$ cat config.mk
export PLATFORM = sky130hd
export DESIGN_NAME = kulisch_to_float
export DESIGN_NICKNAME = d
export VERILOG_FILES = /design/src/rtl/kulisch_pkg.sv /design/src/rtl/kulisch_lzc.sv /design/src/rtl/kulisch_to_float.sv
export SDC_FILE = /design/constraint.sdc
export NUM_CORES = 1
export LEC_CHECK = 0
export CORE_ASPECT_RATIO = 1.1
export CORE_MARGIN = 2
export CORE_UTILIZATION = 55
export CTS_CLUSTER_SIZE = 40
export DETAILED_ROUTE_END_ITERATION = 8
export PLACE_DENSITY = 0.75
export SLEW_MARGIN = 30
export SYNTH_ARGS = -nofsm -noshare
export SYNTH_HDL_FRONTEND = slang
export SYNTH_SLANG_ARGS = --single-unit
$ cat constraint.sdc
create_clock -name clock -period 16.9 [get_ports clock]
set_input_delay 3.38 -clock clock [delete_from_list [all_inputs] [get_ports clock]]
set_output_delay 3.38 -clock clock [all_outputs]
set_load 0.01 [all_outputs]
$ cat src/rtl/kulisch_pkg.sv
// Shared widths, float field layout and helpers for the Kulisch-to-float converter.
package kulisch_pkg;

  localparam int DEF_ACC_WIDTH = 32;
  localparam int DEF_EXP_OUT   = 5;
  localparam int DEF_FRAC_OUT  = 10;

  localparam int FRAC_LSB = 0;
  localparam int EXP_LSB  = DEF_FRAC_OUT;
  localparam int SIGN_BIT = DEF_FRAC_OUT + DEF_EXP_OUT;

  typedef struct packed {
    logic                    sign;
    logic [DEF_EXP_OUT-1:0]  exp;
    logic [DEF_FRAC_OUT-1:0] frac;
  } kfloat_t;

  function automatic int max_int(input int a, input int b);
    return (a > b) ? a : b;
  endfunction

endpackage

$ cat src/rtl/kulisch_lzc.sv
// Leading-one detector: position of the most significant set bit, plus an all-zero flag.
module kulisch_lzc #(
  parameter int WIDTH = 32
) (
  input  logic [WIDTH-1:0]         value_i,
  output logic [$clog2(WIDTH)-1:0] pos_o,
  output logic                     zero_o
);

  localparam int PW = $clog2(WIDTH);

  logic [PW-1:0] pos_s;

  // Scan upward so the highest set bit is the last one to win.
  always_comb begin
    pos_s = '0;
    for (int i = 0; i < WIDTH; i++) begin
      pos_s = value_i[i] ? PW'(i) : pos_s;
    end
  end

  assign pos_o  = pos_s;
  assign zero_o = ~|value_i;

endmodule

$ cat src/rtl/kulisch_to_float.sv
// Converts a two's-complement Kulisch accumulator into a small sign-magnitude float.
// Input capture, then S1 sign/abs, S2 normalise/align, S3 round/pack; one global stall.
module kulisch_to_float
  import kulisch_pkg::*;
#(
  parameter int ACC_WIDTH = DEF_ACC_WIDTH,
  parameter int EXP_OUT   = DEF_EXP_OUT,
  parameter int FRAC_OUT  = DEF_FRAC_OUT
) (
  input  logic                          clock,
  input  logic                          reset,
  input  logic                          in_valid,
  output logic                          in_ready,
  input  logic [ACC_WIDTH-1:0]          accIn,
  output logic                          out_valid,
  input  logic                          out_ready,
  output logic [EXP_OUT+FRAC_OUT:0]     out
);

  localparam int PW = $clog2(ACC_WIDTH);
  localparam int EW = max_int(PW + 2, EXP_OUT + 2);
  localparam int MW = FRAC_OUT + 1;
  localparam int OW = 1 + EXP_OUT + FRAC_OUT;

  localparam logic [PW-1:0]        FRAC_P   = PW'(FRAC_OUT);
  localparam logic [PW-1:0]        ONE_P    = PW'(1);
  localparam logic [ACC_WIDTH-1:0] ONE_ACC  = ACC_WIDTH'(1);
  localparam logic [EW-1:0]        EXP_BIAS = EW'(FRAC_OUT - 1);
  localparam logic [EW-1:0]        EXP_MAX  = EW'((1 << EXP_OUT) - 1);

  logic advance_s;

  logic                 s0_valid_q;
  logic [ACC_WIDTH-1:0] s0_acc_q;

  logic                 s1_valid_q;
  logic                 s1_sign_q;
  logic [ACC_WIDTH-1:0] s1_mag_q;
  logic                 s1_sign_d;
  logic [ACC_WIDTH-1:0] s1_mag_d;

  logic                 s2_valid_q;
  logic                 s2_sign_q;
  logic                 s2_zero_q;
  logic [EW-1:0]        s2_exp_q;
  logic [MW-1:0]        s2_mant_q;
  logic                 s2_guard_q;
  logic                 s2_sticky_q;
  logic [EW-1:0]        s2_exp_d;
  logic [MW-1:0]        s2_mant_d;
  logic                 s2_guard_d;
  logic                 s2_sticky_d;

  logic [PW-1:0]        p_s;
  logic                 zero_s;
  logic [PW-1:0]        shift_s;
  logic [ACC_WIDTH-1:0] gmask_s;

  logic                 s3_valid_q;
  logic [OW-1:0]        out_q;
  logic [OW-1:0]        out_d;
  logic                 round_up_s;
  logic                 carry_s;
  logic [FRAC_OUT-1:0]  frac_sum_s;
  logic [FRAC_OUT-1:0]  frac_s;
  logic [EW-1:0]        exp_fin_s;

  assign in_ready  = !s3_valid_q || out_ready;
  assign advance_s = in_ready;
  assign out_valid = s3_valid_q;
  assign out       = out_q;

  // S1: magnitude in unsigned ACC_WIDTH bits, so the most negative value maps to 2^(ACC_WIDTH-1).
  always_comb begin
    s1_sign_d = s0_acc_q[ACC_WIDTH-1];
    if (s1_sign_d) begin
      s1_mag_d = ~s0_acc_q + ONE_ACC;
    end else begin
      s1_mag_d = s0_acc_q;
    end
  end

  kulisch_lzc #(
    .WIDTH (ACC_WIDTH)
  ) u_lzc (
    .value_i (s1_mag_q),
    .pos_o   (p_s),
    .zero_o  (zero_s)
  );

  // S2: place the leading one at mantissa bit FRAC_OUT and collect guard/sticky from the dropped bits.
  always_comb begin
    shift_s     = '0;
    gmask_s     = '0;
    s2_exp_d    = '0;
    s2_mant_d   = '0;
    s2_guard_d  = 1'b0;
    s2_sticky_d = 1'b0;
    if (p_s > FRAC_P) begin
      shift_s     = p_s - FRAC_P;
      gmask_s     = ONE_ACC << (shift_s - ONE_P);
      s2_mant_d   = MW'(s1_mag_q >> shift_s);
      s2_guard_d  = |(s1_mag_q & gmask_s);
      s2_sticky_d = |(s1_mag_q & (gmask_s - ONE_ACC));
      s2_exp_d    = EW'(p_s) - EXP_BIAS;
    end else if (p_s == FRAC_P) begin
      s2_mant_d = s1_mag_q[FRAC_OUT:0];
      s2_exp_d  = EW'(1);
    end else begin
      s2_mant_d = s1_mag_q[FRAC_OUT:0];
      s2_exp_d  = '0;
    end
  end

  assign round_up_s = s2_guard_q & (s2_sticky_q | s2_mant_q[0]);
  assign carry_s    = round_up_s & (&s2_mant_q);
  assign frac_sum_s = s2_mant_q[FRAC_OUT-1:0] + FRAC_OUT'(round_up_s);

  // S3: round to nearest even, renormalise on carry, saturate instead of overflowing.
  always_comb begin
    frac_s    = frac_sum_s;
    exp_fin_s = s2_exp_q;
    out_d     = '0;
    if (carry_s) begin
      exp_fin_s = s2_exp_q + EW'(1);
    end else begin
      exp_fin_s = s2_exp_q;
    end
    if (s2_zero_q) begin
      out_d = '0;
    end else if (exp_fin_s > EXP_MAX) begin
      out_d = {s2_sign_q, {EXP_OUT{1'b1}}, {FRAC_OUT{1'b1}}};
    end else begin
      out_d = {s2_sign_q, exp_fin_s[EXP_OUT-1:0], frac_s};
    end
  end

  // Valid flags and the output register, all moving together on the global enable.
  always_ff @(posedge clock) begin
    if (reset) begin
      s0_valid_q <= 1'b0;
      s1_valid_q <= 1'b0;
      s2_valid_q <= 1'b0;
      s3_valid_q <= 1'b0;
      out_q      <= '0;
    end else if (advance_s) begin
      s0_valid_q <= in_valid;
      s1_valid_q <= s0_valid_q;
      s2_valid_q <= s1_valid_q;
      s3_valid_q <= s2_valid_q;
      out_q      <= s2_valid_q ? out_d : '0;
    end
  end

  // Datapath stage registers; contents of bubble stages are don't-care.
  always_ff @(posedge clock) begin
    if (advance_s) begin
      s0_acc_q    <= accIn;
      s1_sign_q   <= s1_sign_d;
      s1_mag_q    <= s1_mag_d;
      s2_sign_q   <= s1_sign_q;
      s2_zero_q   <= zero_s;
      s2_exp_q    <= s2_exp_d;
      s2_mant_q   <= s2_mant_d;
      s2_guard_q  <= s2_guard_d;
      s2_sticky_q <= s2_sticky_d;
    end
  end

endmodule

# Word-level counts from Yosys, hierarchy flattened

Index checks and enable logic that the tools add are counted.

Logic and storage cells: 79
Output and inout port bits: 18
Register bits after elaboration: 107
Input port bits: 36

Reductions and logical operators: 7
$add $sub $neg: 7
Order comparisons: 2
Eq/ne operators: 1
Shift-type cells: 2
Bitwise gates (word level): 6
Multiplexer cells: 39

Operator list:

| cell                                                                   | number |
|---|---|
| 5-bit two-way mux                                                      | 30 |
| 32-bit OR reduction                                                    | 3 |
| 32-bit AND                                                             | 2 |
| 32-bit by 1-bit adder with 32-bit output (second input constant)       | 1 |
| 16-bit two-way mux                                                     | 2 |
| 32-bit inverter                                                        | 1 |
| 1-bit by 5-bit << shifter with 32-bit output (first input constant)    | 1 |
| 32-bit by 5-bit >> shifter with 11-bit output                          | 1 |
| 32-bit by 1-bit subtractor with 32-bit output (second input constant)  | 1 |
| 31-bit two-way mux                                                     | 1 |
| 15-bit two-way mux                                                     | 1 |
| 7-bit two-way mux                                                      | 2 |
| 11-bit two-way mux                                                     | 1 |
| 11-bit AND reduction                                                   | 1 |
| 10-bit by 1-bit adder with 10-bit output                               | 1 |
| 7-bit by 1-bit adder with 7-bit output (second input constant)         | 1 |
| 7-bit by 5-bit > comparator with 1-bit output (second input constant)  | 1 |
| 5-bit by 4-bit subtractor with 6-bit output (second input constant)    | 1 |
| 5-bit by 4-bit equality test with 1-bit output (second input constant) | 1 |
| 5-bit by 4-bit > comparator with 1-bit output (second input constant)  | 1 |
| 5-bit by 1-bit subtractor with 5-bit output (second input constant)    | 1 |
| 5-bit by 4-bit subtractor with 5-bit output (second input constant)    | 1 |
| 1-bit AND                                                              | 2 |
| 1-bit zero test                                                        | 2 |
| other kinds (3)                                                        | 4 |

# Logic depth before layout (Yosys ltp)

Word-level depth: 37
Mapped depth: 26
Mapped depth without buffers: 22

# Hierarchy

A second synthesis with hierarchy kept.

Cells, all modules: 808
Area total of the unflattened synthesis: 7447.1 µm²

Modules (own cells, without submodules):

| module           | cells each | area an instance (µm²) | sequential area each (µm²) | instances |
|---|---|---|---|---|
| kulisch_to_float | 745        | 7116.8                 | 2982.9                     | 1 |
| kulisch_lzc      | 63         | 330.3                  | 0.0                        | 1 |

# Worst setup path after synthesis

No wires, ideal clock.

Path kind: input to output
From: input port out_ready
To: output port in_ready
Slack: 8.304 ns
Arrival time: 5.216 ns
Stages on the path: 2
Path through: nor2b_1 inv_1

Cells in the longest elaborated chain, start to end: 1

Ends and longest elaborated chain:

| what               | RTL line               | text |
|---|---|---|
| start: declaration | kulisch_to_float.sv:16 | `input logic out_ready,` |
| 1-bit logical OR   | kulisch_to_float.sv:68 | `assign in_ready = !s3_valid_q \|\| out_ready;` |
| end: declaration   | kulisch_to_float.sv:13 | `output logic in_ready,` |

Every way passes these cells.

# Final worst setup path

Ends and elaborated chain as after synthesis.

==> impl_results.md <==
- Status: finished clean
- Number of global-route vias before repair: 7416
- Die height: 133.7 um
- Wire length on met2: 11050 um
- Min-delay src: s1_sign_q
- Fmax: 0.1186 GHz
- First-pass GRT wire length: 39530 um
- Arrival time at the worst endpoint: 5.05 ns
- Post-Synth Simple-Gate Area: 19.75%
- Pre-CTS setup slack: 8.466 ns
- Core area: 15000 sq um
- Number of iterations in the first detailed-routing pass: 6
- Antenna cells: 0
- Nets@finish: 999
- Die area: 16290 sq um
- Final hold vios: 0
- Iteration-0 DRC Markers: 940
- Finished Layout Cells: 1145
- Layout cell share with drive strength beyond 1: 9.062%
- CTS tree: built
- Syn Area/Cell: 8.982 sq um
- Yosys warnings: 0
- Max VDD drop: 68.92 uV
- Synth area leaders: edfxtp_1 31%, mux2i_1 6.4%, nand2_1 5.0%
- Number of antenna violations at the first check in global routing: 0
- Placed wire-length estimate: 17990 um
- Period minus WS final: 8.431 ns
- Worst reg2reg startpoint: s1_mag_q[16]
- Critical Path End Type: primary output
- Largest net degree at the start of global routing: 77
- Reg clk slew, reported paths: 0.07 ns
- Cell count after synthesis: 936
- Synth Area in Compound Gates: 22.03%
- CTS HTree Levels: 3
- FILL cells: 1336
- XOR/XNOR Fraction of Synth Area: 5.224%
- Critical path, cell by cell: clkdlybuf4s50_1 -> nor2b_1 -> buf_4 -> clkinv_2 -> clkdlybuf4s50_1
- Placement Cell Area: 8935 sq um
- DRT Wirelength: 25100 um
- Max-Cap Viols: 0
- I/O Pins: 54
- Clock power frac: 22.8%
- Final setup viols: 0
- Unique masters post-synth: 95
- Placed Instances: 1129
- Synth area leader: edfxtp_1
- Syn Nets: 991
- Antenna Violating Nets Remaining: 0
- Resize count post-CTS: 0
- Drt drc: 0
- Max clock buf depth: 2
- Total GRT Usage: 31.41%
- Post-Syn Area: 8407 sq um
- CP startpoint kind: input pin
- Worst-path cell with the longest stage delay: clkdlybuf4s50_1
- Multiplexer share of the synthesized area: 9.242%
- Flops & latches, synth: 106
- Synth top area share: 30.72%
- RSZ-0062 raised after global routing: false
- Avg WL per Cell: 21.92 um
- Seq/Total Area, Yosys: 35.48%
- EDFF count, synth: 86
- Main combinational cell family by area after synthesis: compound AO/OA/AOI/OAI gates
- Routed metal-1 wirelength: 9657 um
- Vias post-DR: 7748
- Crit path largest cell delay: 0.59 ns
- Synth Flop Type: edfxtp_1
- Final instance area: 9228 sq um
- Num CTS Buffers: 9
- CTS Sinks: 106
- Max-slew headroom: 41.38%
- Die Width: 121.9 um
- Final worst setup slack: 8.469 ns
- DR top layer: met4
- Syn-to-layout area delta: 9.763%
- Initial core utilization: 56.06%
- Setup TNS: 0 ns
- Final clock skew: 0.01273 ns
- Net Sw Power: 0.3519 mW
- Worst Setup SP: out_ready
- CP dominant cell by count: clkdlybuf4s50_1
- Crit share post-route: 49.89%
- Internal Power: 0.5508 mW
- Switching share of power: 38.99%
- Setup Buffers After CTS: 0
- CP Class: input pin to primary output
- Synth Area in Adders: 2.828%
- Wire length on met3: 2680 um
- Slew Limit Fails: 0
- Flop pwr share: 41.2%
- Worst-Skew Late Latency: 0.35 ns
- Fraction of registers with async set/reset: 0%
- Worst-Margin Slew: 0.8792 ns
- Max FO, Critical Path: 21
- Root Driver: clkbuf_16
- Leakage: 3.324 nW
- Logic gate share of total power: 36.1%
- IO buf count: 53
- HP Class: flop to flop
- Pwr Density: 97.83 nW/um^2
- Routed vias/inst: 6.767
- Row Count: 47
- Final core occ: 61.54%
- CTS Hold Buffers Added: 0
- Routability cong.: 1.016
- GR Overflow Total: 0
- Crit path required time: 13.52 ns
## worst paths after layout
kind         depth (start not counted)  slack (ns)     endpoint
max                                  5        8.47     in_ready
min                                  0        0.42    s2_sign_q
max reg2reg                         19        9.63  s2_sticky_q
min reg2reg                          0        0.42    s2_sign_q
## placed cells by master (no fill, tap or decap), types with 7 or more instances in the layout
master             n
nor4_1            14
o211ai_1          14
edfxtp_1          86
and3_1             8
a21oi_1           76
nor3_1            13
a31oi_1           14
clkdlybuf4s50_1   53
o21ai_0           51
xnor2_1           32
xor2_1            15
nand2_1          111
buf_4             13
clkbuf_16          9
nand3_1           23
mux4_2             8
nor2b_1            7
nor2_1            78
inv_1             23
nand4_1           13
and2_1             8
ha_1              19
or3_1             13
mux2i_1           54
nand2b_1           9
dfxtp_1           20
a211oi_1           8
o31ai_1           10
## critical path, delay by kind of cell
kind | cells | cell delay (ns)
buffers and inverters | 4 | 1.55
AND/OR/NAND/NOR | 1 | 0.11
## synthesized netlist by cell type, types with 10 or more instances
library cell	count
nor3_1	13
nand3_1	23
or3_1	13
edfxtp_1	86
nand2_1	111
a31oi_1	14
nand4_1	13
o21ai_0	51
xor2_1	15
a21oi_1	76
ha_1	19
o211ai_1	14
xnor2_1	32
o31ai_1	10
buf_2	19
nor4_1	14
nor2_1	78
inv_1	24
dfxtp_1	20
clkbuf_1	37
mux2i_1	54
## sequential cells by signal (all words and copies together), names as in the netlist, 6 cells and up
register and cells:
s2_exp_q 6, s1_mag_q 32, s2_mant_q 11, s0_acc_q 32, out 16
## power by group through the flow
| stage | sequential (mW) | clock [mW] | combinational, mW |
|---|---|---|---|
| 6_report | 0.372 | 0.206 | 0.325 |
| 3_3_place_gp | 0.373 | 0 | 0.314 |
| 5_1_grt | 0.374 | 0.220 | 0.351 |
| 4_1_cts | 0.368 | 0.209 | 0.316 |
| 2_1_floorplan | 0.342 | 0 | 0.252 |
| 3_5_place_dp | 0.374 | 0 | 0.314 |
## cells by family (layout without fill, tap and decap cells)
group	Yosys count	in the layout
and+or+nand+nor	331	331
adders and majority gates	19	19
buffers and inverters	95	108
other	1	1
DFF	106	106
AOI/OAI and AO/OA	269	269
xor gates and xnor gates	48	48
muxes	67	67
## cell type report
class	count	area, sq um	area share (%)
Sequential cell	106	2983	32.33
Tap cell	196	245.2	2.658
Timing Repair Buffer	66	628.1	6.807
Inverter	26	101.3	1.098
Clock inverter	6	60.06	0.6508
Multi-Input combinational cell	735	4981	53.98
Clock buffer	10	229.0	2.481
## per-layer routing
layer | up-vias | GRT usage [%]
li1 | 3525 | -
met1 | 3607 | 40.03
met2 | 477 | 47.58
met3 | 139 | 8.219
met4 | 0 | 19.09
met5 | - | 0
## stage by stage
step                      total power [mW]  hold WS [ns]
after floorplan                     0.5940        0.4003
after global placement              0.6869        0.4074
after CTS                           0.8931        0.4265
final                               0.9027        0.4243
after detailed placement            0.6875        0.4081
after global routing                0.9444        0.4360
(Power assumes the default switching activity.)
